--- config.mk ---
export PLATFORM = sky130hd
export DESIGN_NAME = sar_target_search_flat
export DESIGN_NICKNAME = d
export VERILOG_FILES = /design/src/rtl/t_rot_pkg.sv /design/src/rtl/sar_target_search_if.sv /design/src/rtl/flag_onehot_chk.sv /design/src/rtl/sar_target_search.sv /design/src/flat_wrapper.sv
export SDC_FILE = /design/constraint.sdc
export NUM_CORES = 1
export LEC_CHECK = 0
export CAP_MARGIN = 20
export CORE_MARGIN = 1.5
export CORE_UTILIZATION = 50
export CTS_CLUSTER_SIZE = 12
export DETAILED_ROUTE_END_ITERATION = 10
export PLACE_DENSITY = 0.74
export SLEW_MARGIN = 15
export SYNTH_ARGS = -nofsm -noshare
export SYNTH_HDL_FRONTEND = slang
export SYNTH_SLANG_ARGS = --single-unit
--- constraint.sdc ---
create_clock -name clk -period 2.05 [get_ports clk]
set_input_delay 0.5125 -clock clk [delete_from_list [all_inputs] [get_ports clk]]
set_output_delay 0.5125 -clock clk [all_outputs]
set_load 0.005 [all_outputs]
--- src/rtl/t_rot_pkg.sv ---
// Shared definitions for the T_Rot target-recovery path.
// Holds the search FSM state type, the default operand width shared with the
// magnitude comparator, and the {L,E,G} flag encodings with a validity helper.
package t_rot_pkg;

   localparam int WIDTH_DEF = 5;

   typedef enum logic [1:0] {
      ST_IDLE   = 2'd0,
      ST_PROBE  = 2'd1,
      ST_FINISH = 2'd2
   } state_t;

   // Flag vector order is {L, E, G}; a legal comparator answer is exactly one of these.
   localparam int         FLAG_W = 3;
   localparam logic [2:0] FLAG_L = 3'b100;
   localparam logic [2:0] FLAG_E = 3'b010;
   localparam logic [2:0] FLAG_G = 3'b001;

   function automatic logic flag_is_onehot(input logic [FLAG_W-1:0] flags);
      return (flags == FLAG_L) || (flags == FLAG_E) || (flags == FLAG_G);
   endfunction

endpackage

--- src/rtl/sar_target_search_if.sv ---
// Bundle between the target-search controller and its environment.
//   start          request a new search
//   L, E, G        comparator flags (trial <, ==, > target)
//   trial          operand A driven to the comparator
//   result         recovered target, held until the next accepted start
//   busy           search in progress
//   done           one-cycle pulse when result is valid
//   err            sticky illegal-flag indication
// master: the search controller. slave: the comparator / requester side.
interface sar_target_search_if #(
   parameter int WIDTH = t_rot_pkg::WIDTH_DEF
) ();

   logic             start;
   logic             L;
   logic             E;
   logic             G;
   logic [WIDTH-1:0] trial;
   logic [WIDTH-1:0] result;
   logic             busy;
   logic             done;
   logic             err;

   modport master (
      input  start, L, E, G,
      output trial, result, busy, done, err
   );

   modport slave (
      output start, L, E, G,
      input  trial, result, busy, done, err
   );

endinterface

--- src/rtl/flag_onehot_chk.sv ---
// Combinational validity check of a comparator {L,E,G} flag vector.
//   flags  in  {L,E,G}
//   valid  out high when exactly one flag is set
module flag_onehot_chk
   import t_rot_pkg::*;
(
   input  logic [FLAG_W-1:0] flags,
   output logic              valid
);

   assign valid = flag_is_onehot(flags);

endmodule

--- src/rtl/sar_target_search.sv ---
// Successive-approximation search of an unknown comparator operand B.
// Drives trial values on operand A, samples the {L,E,G} answer CMP_LAT+1
// cycles after each trial update and builds the target MSB first.
//   clk, rst   clock and synchronous active-high reset
//   bus        master side of sar_target_search_if (start, flags in;
//              trial, result, busy, done, err out)
//
// state     | meaning
// ----------+-----------------------------------------------------------
// ST_IDLE   | waiting for start; result/err/trial hold their last values
// ST_PROBE  | trial on the comparator; flags sampled when cnt == CMP_LAT
// ST_FINISH | done pulse cycle; start ignored; back to ST_IDLE
module sar_target_search
   import t_rot_pkg::*;
#(
   parameter int WIDTH      = WIDTH_DEF,
   parameter int CMP_LAT    = 0,
   parameter int EARLY_EXIT = 1
) (
   input  logic clk,
   input  logic rst,
   sar_target_search_if.master bus
);

   localparam int IDX_W = (WIDTH > 1) ? $clog2(WIDTH) : 1;
   localparam int CNT_W = (CMP_LAT > 0) ? $clog2(CMP_LAT + 1) : 1;

   localparam logic [IDX_W-1:0] IDX_TOP   = IDX_W'(WIDTH - 1);
   localparam logic [CNT_W-1:0] CNT_LAST  = CNT_W'(CMP_LAT);
   localparam logic [WIDTH-1:0] TRIAL_MSB = WIDTH'(1) << (WIDTH - 1);

   state_t           state, state_nxt;
   logic [IDX_W-1:0] idx, idx_nxt;
   logic [CNT_W-1:0] cnt, cnt_nxt;
   logic [WIDTH-1:0] acc, acc_nxt;
   logic [WIDTH-1:0] trial, trial_nxt;
   logic [WIDTH-1:0] result, result_nxt;
   logic             busy, busy_nxt;
   logic             done, done_nxt;
   logic             err, err_nxt;

   logic             flags_ok;
   logic             sample;
   logic [WIDTH-1:0] bit_mask;
   logic [WIDTH-1:0] acc_keep;

   flag_onehot_chk u_flag_chk (
      .flags ({bus.L, bus.E, bus.G}),
      .valid (flags_ok)
   );

   always_comb begin
      state_nxt  = state;
      idx_nxt    = idx;
      cnt_nxt    = cnt;
      acc_nxt    = acc;
      trial_nxt  = trial;
      result_nxt = result;
      busy_nxt   = busy;
      done_nxt   = 1'b0;
      err_nxt    = err;

      sample   = (state == ST_PROBE) && (cnt == CNT_LAST);
      bit_mask = WIDTH'(1) << idx;
      // acc already has bit idx clear, so a G answer simply leaves it alone.
      acc_keep = bus.G ? acc : (acc | bit_mask);

      unique case (state)
         ST_IDLE: begin
            if (bus.start) begin
               state_nxt = ST_PROBE;
               acc_nxt   = '0;
               idx_nxt   = IDX_TOP;
               cnt_nxt   = '0;
               err_nxt   = 1'b0;
               trial_nxt = TRIAL_MSB;
               busy_nxt  = 1'b1;
            end
         end

         ST_PROBE: begin
            if (!sample) begin
               cnt_nxt = cnt + CNT_W'(1);
            end else if (!flags_ok) begin
               err_nxt    = 1'b1;
               result_nxt = acc;
               state_nxt  = ST_FINISH;
               busy_nxt   = 1'b0;
               done_nxt   = 1'b1;
            end else if ((EARLY_EXIT != 0) && bus.E) begin
               result_nxt = trial;
               state_nxt  = ST_FINISH;
               busy_nxt   = 1'b0;
               done_nxt   = 1'b1;
            end else if (idx == '0) begin
               acc_nxt    = acc_keep;
               result_nxt = acc_keep;
               state_nxt  = ST_FINISH;
               busy_nxt   = 1'b0;
               done_nxt   = 1'b1;
            end else begin
               acc_nxt   = acc_keep;
               idx_nxt   = idx - IDX_W'(1);
               trial_nxt = acc_keep | (bit_mask >> 1);
               cnt_nxt   = '0;
            end
         end

         ST_FINISH: begin
            state_nxt = ST_IDLE;
         end

         default: begin
            state_nxt = ST_IDLE;
         end
      endcase
   end

   always_ff @(posedge clk) begin
      if (rst) begin
         state  <= ST_IDLE;
         idx    <= IDX_TOP;
         cnt    <= '0;
         acc    <= '0;
         trial  <= '0;
         result <= '0;
         busy   <= 1'b0;
         done   <= 1'b0;
         err    <= 1'b0;
      end else begin
         state  <= state_nxt;
         idx    <= idx_nxt;
         cnt    <= cnt_nxt;
         acc    <= acc_nxt;
         trial  <= trial_nxt;
         result <= result_nxt;
         busy   <= busy_nxt;
         done   <= done_nxt;
         err    <= err_nxt;
      end
   end

   assign bus.trial  = trial;
   assign bus.result = result;
   assign bus.busy   = busy;
   assign bus.done   = done;
   assign bus.err    = err;

endmodule

--- src/flat_wrapper.sv ---
// flat-port wrapper written by rule: the top's interface ports become plain ports
module sar_target_search_flat import t_rot_pkg::*;
#(
   parameter int WIDTH      = WIDTH_DEF,
   parameter int CMP_LAT    = 0,
   parameter int EARLY_EXIT = 1
)
  (clk, rst, bus_start, bus_L, bus_E, bus_G, bus_trial, bus_result, bus_busy, bus_done, bus_err);
  sar_target_search_if #(.WIDTH(WIDTH)) bus_i ();
  input  logic clk;
  input  logic rst;
  input wire logic [$bits(bus_i.start)-1:0] bus_start;
  input wire logic [$bits(bus_i.L)-1:0] bus_L;
  input wire logic [$bits(bus_i.E)-1:0] bus_E;
  input wire logic [$bits(bus_i.G)-1:0] bus_G;
  output wire logic [$bits(bus_i.trial)-1:0] bus_trial;
  output wire logic [$bits(bus_i.result)-1:0] bus_result;
  output wire logic [$bits(bus_i.busy)-1:0] bus_busy;
  output wire logic [$bits(bus_i.done)-1:0] bus_done;
  output wire logic [$bits(bus_i.err)-1:0] bus_err;
  assign bus_i.start = bus_start;
  assign bus_i.L = bus_L;
  assign bus_i.E = bus_E;
  assign bus_i.G = bus_G;
  assign bus_trial = bus_i.trial;
  assign bus_result = bus_i.result;
  assign bus_busy = bus_i.busy;
  assign bus_done = bus_i.done;
  assign bus_err = bus_i.err;
  sar_target_search #(.WIDTH(WIDTH), .CMP_LAT(CMP_LAT), .EARLY_EXIT(EARLY_EXIT)) u_core (.clk(clk), .rst(rst), .bus(bus_i));
endmodule
==> out/qor.tcl <==
set qor(avgViaCountPerCell) 6.01
set qor(p_per_area_nw_per_um2) 670
set qor(critPathMaxFanout) 5
set qor(hold_ws_ps) 471
set qor(insertion_delay_ps) 320
set qor(first_global_vias) 1134
set qor(finalMaxSlewViolations) 0
set qor(tritoncts) {yes}
set qor(hold_buffers) 0
set qor(timing.final.crit_share) 0.877
set qor(synth_fp_nets) 155
set qor(slowest_stage) {sky130_fd_sc_hd__clkdlybuf4s50_1}
set qor(synth_top_flop_cell) {sky130_fd_sc_hd__dfxtp_1}
set qor(antennaDiodeCount) 0
set qor(layout.filler_cells) 201
set qor(critical_path_required_ps) 2300
set qor(timing.critical_path.to) {u_core.acc[3]$_SDFFE_PP0P_}
set qor(synth_async_sr_flop_share) 0
set qor(synthesis.area_per_instance_um2) 9.15
set qor(dr_total_vias) 1201
set qor(num_io_pins) 19
set qor(antenna_found_initial) 0
set qor(portBuffers) 18
set qor(outcome) {finished clean}
set qor(drt_wl_total_um) 3140
set qor(power.leakage_nw) 0.602
set qor(reg_to_reg_endpoint) {u_core.bus.result[4]$_SDFFE_PP0P_}
set qor(cts_max_path_buffers) 2
set qor(max_cap_viol_count) 0
set qor(layout_nets) 182
set qor(final-hold-violation-count) 0
set qor(ys_ff_latch) 24
set qor(slew_headroom) 0.640
set qor(floorplan.initialDensity) 0.532
set qor(ys_top_cells_by_area) {sky130_fd_sc_hd__dfxtp_1 36%, sky130_fd_sc_hd__ha_1 4.7%, sky130_fd_sc_hd__o31ai_1 4.6%}
set qor(setup_slack_ps) 251
set qor(yosysSeqAreaShare) 0.365
set qor(reg2reg_depth) 7
set qor(tns_ps) 0
set qor(timing_worst_slew_pin_value_ps) 538
set qor(global_route.usage.total) 0.247
set qor(floorplan.rows) 18
set qor(cts_root_buf) {sky130_fd_sc_hd__clkbuf_4}
set qor(critical_path.reg2reg.startpoint) {u_core.idx[0]$_SDFFE_PP0P_}
set qor(pre_cts_setup_slack_ps) -52.9
set qor(number_of_iterations_in_the_first_detailed_routing_pass) 4
set qor(numCtsBuffers) 3
set qor(dieWidth_um) 54.3
set qor(die_area_um2) 2950
set qor(fin_clk_skew_ps) 5.23
set qor(ant_nets) 0
set qor(synth_edf_count) 0
set qor(path_class) {input port to flop}
set qor(drtIter0Drc) 23
set qor(ys_warn_count) 0
set qor(wire_per_inst_um) 15.7
set qor(setup_viol_count_final) 0
set qor(ctsResizeCount) 0
set qor(endpoint_kind) {flop}
set qor(worstSetupStartpointType) {input port}
set qor(h_tree_levels) 1
set qor(r2r_slack_ps) 330
set qor(maxClockFrequency_ghz) 0.556
set qor(synth.cells.most_frequent) {24 x sky130_fd_sc_hd__dfxtp_1, 8 x sky130_fd_sc_hd__nor2_1, 8 x sky130_fd_sc_hd__o31ai_1}
set qor(die_y_um) 54.3
set qor(synth_most_common_cell) {sky130_fd_sc_hd__dfxtp_1}
set qor(min-delay-path-class) {flop to flop}
set qor(timing.final.crit_period_ps) 1800
set qor(crit_path_max_incr_delay_ps) 580
set qor(globalRoute.totalOverflow) 0
set qor(multiInputGateArea_um2) 756
set qor(layout-area-overhead-vs-synth_pct) 23.5
set qor(crit_path_cell_trace) {clkdlybuf4s50_1 > xnor2_1 > buf_4 > nor3_2 > a31oi_1 > nor3_1}
set qor(grt_setup_unrepaired) {no}
set qor(pin_count_of_the_biggest_net_entering_global_routing) 19
set qor(gpl.final_weighted_congestion) 0.855
set qor(area_share_of_the_leading_cell_type_in_the_synthesized_netlist) 0.365
set qor(clk_pin_slew_worst_paths_ps) 130
set qor(half_perimeter_wire_length_of_the_detailed_placement_result_um) 2390
set qor(drc) 0
set qor(grt_first_pass_wirelength_um) 5220
set qor(synth.largest_area_cell) {sky130_fd_sc_hd__dfxtp_1}
set qor(worst_setup_path_startpoint) {bus_L}
set qor(synthDistinctLibCells) 44
set qor(mapped_cell_area_um2) 1320
set qor(layout-drive-gt1-share) 0.165
set qor(worstPathArrival_ps) 2040
set qor(post_cts_setup_buffer_count) 0
set qor(vdd_ir_drop_max_v) 0.000634
set qor(area.sequential_um2) 480
set qor(core_area_um2) 2480
set qor(synth_cells) 144
set qor(clock_sink_count) 24
-- layer usage --
| metal | global-route usage | vias up | share of wire |
|---|---|---|---|
| li1 | - | 593 | - |
| met1 | 0.323 | 562 | 0.45 |
| met2 | 0.412 | 42 | 0.48 |
| met3 | 0.0574 | 4 | 0.058 |
| met4 | 0.0583 | 0 | 0.0092 |
| met5 | 0 | - | 0 |
-- worst max-delay path: cells and delay by family --
| family | cells | cell delay, ps |
|---|---|---|
| AO/OA/AOI/OAI | 1 | 160 |
| XOR/XNOR | 1 | 120 |
| buffers and inverters | 2 | 730 |
| AND/OR/NAND/NOR | 2 | 510 |
-- registers in the layout, indices dropped and copies added (netlist names) --
signal,flops
u_core.acc,5
u_core.bus.result,5
u_core.bus.trial,5
u_core.idx,3
u_core.state,2
u_core.bus.busy,1
u_core.bus.done,1
u_core.bus.err,1
u_core.cnt,1
-- stage by stage --
stage | total power (W) | util | instance area [um^2] | instances
floorplan | 0.000676 | - | 1320 | 144
global placement | 0.000745 | 0.635 | 1570 | 196
detailed placement | 0.000754 | 0.635 | 1570 | 196
CTS | 0.00110 | 0.657 | 1630 | 200
global route | 0.00114 | 0.657 | 1630 | 200
finish | 0.00109 | 0.657 | 1630 | 200
-- kinds of logic after synthesis --
| logic type | share of synthesized area |
|---|---|
| DFF | 0.365 |
| and+or+nand+nor | 0.280 |
| adders and majority gates | 0.0475 |
| xor gates and xnor gates | 0.0199 |
| buffers and inverters | 0.0617 |
| AOI/OAI and AO/OA | 0.226 |
-- report_power, final --
group	internal (W)	switching [W]	total, W
clock network	0.000198	0.000144	0.000342
registers	0.000487	0.0000294	0.000517
logic	0.000105	0.000125	0.000230
total	0.000790	0.000299	0.00109
-- worst min-delay path by stage --
stage | depth (start not counted) | endpoint | slack [ps] | from
floorplan | 2 | u_core.acc[4]$_SDFFE_PP0P_ | 440 | u_core.acc[4]$_SDFFE_PP0P_
finish | 2 | u_core.bus.result[4]$_SDFFE_PP0P_ | 470 | u_core.bus.result[4]$_SDFFE_PP0P_
global placement | 2 | u_core.bus.result[4]$_SDFFE_PP0P_ | 450 | u_core.bus.result[4]$_SDFFE_PP0P_
detailed placement | 2 | u_core.bus.result[4]$_SDFFE_PP0P_ | 460 | u_core.bus.result[4]$_SDFFE_PP0P_
global route | 2 | u_core.bus.result[4]$_SDFFE_PP0P_ | 490 | u_core.bus.result[4]$_SDFFE_PP0P_
CTS | 2 | u_core.bus.result[4]$_SDFFE_PP0P_ | 470 | u_core.bus.result[4]$_SDFFE_PP0P_
-- cell usage in the layout (no fill, tap or decap), drive strengths merged, types with 6 or more instances in the layout --
cell / count
buf: 13
clkdlybuf4s50: 18
dfxtp: 24
inv: 6
nand2b: 7
nand3: 7
nor2: 9
nor2b: 6
nor3: 8
o21ai: 7
o31ai: 9
-- final cells by class --
cell class | instances | share of cell area
tap | 30 | 0.0231
clock inverter | 1 | 0.0185
multi-input combinational | 105 | 0.465
inverter | 6 | 0.0138
clock buffer | 3 | 0.0138
timing repair buffer | 31 | 0.171
sequential | 24 | 0.295
No activity file was read; power rests on OpenSTA's default activity.
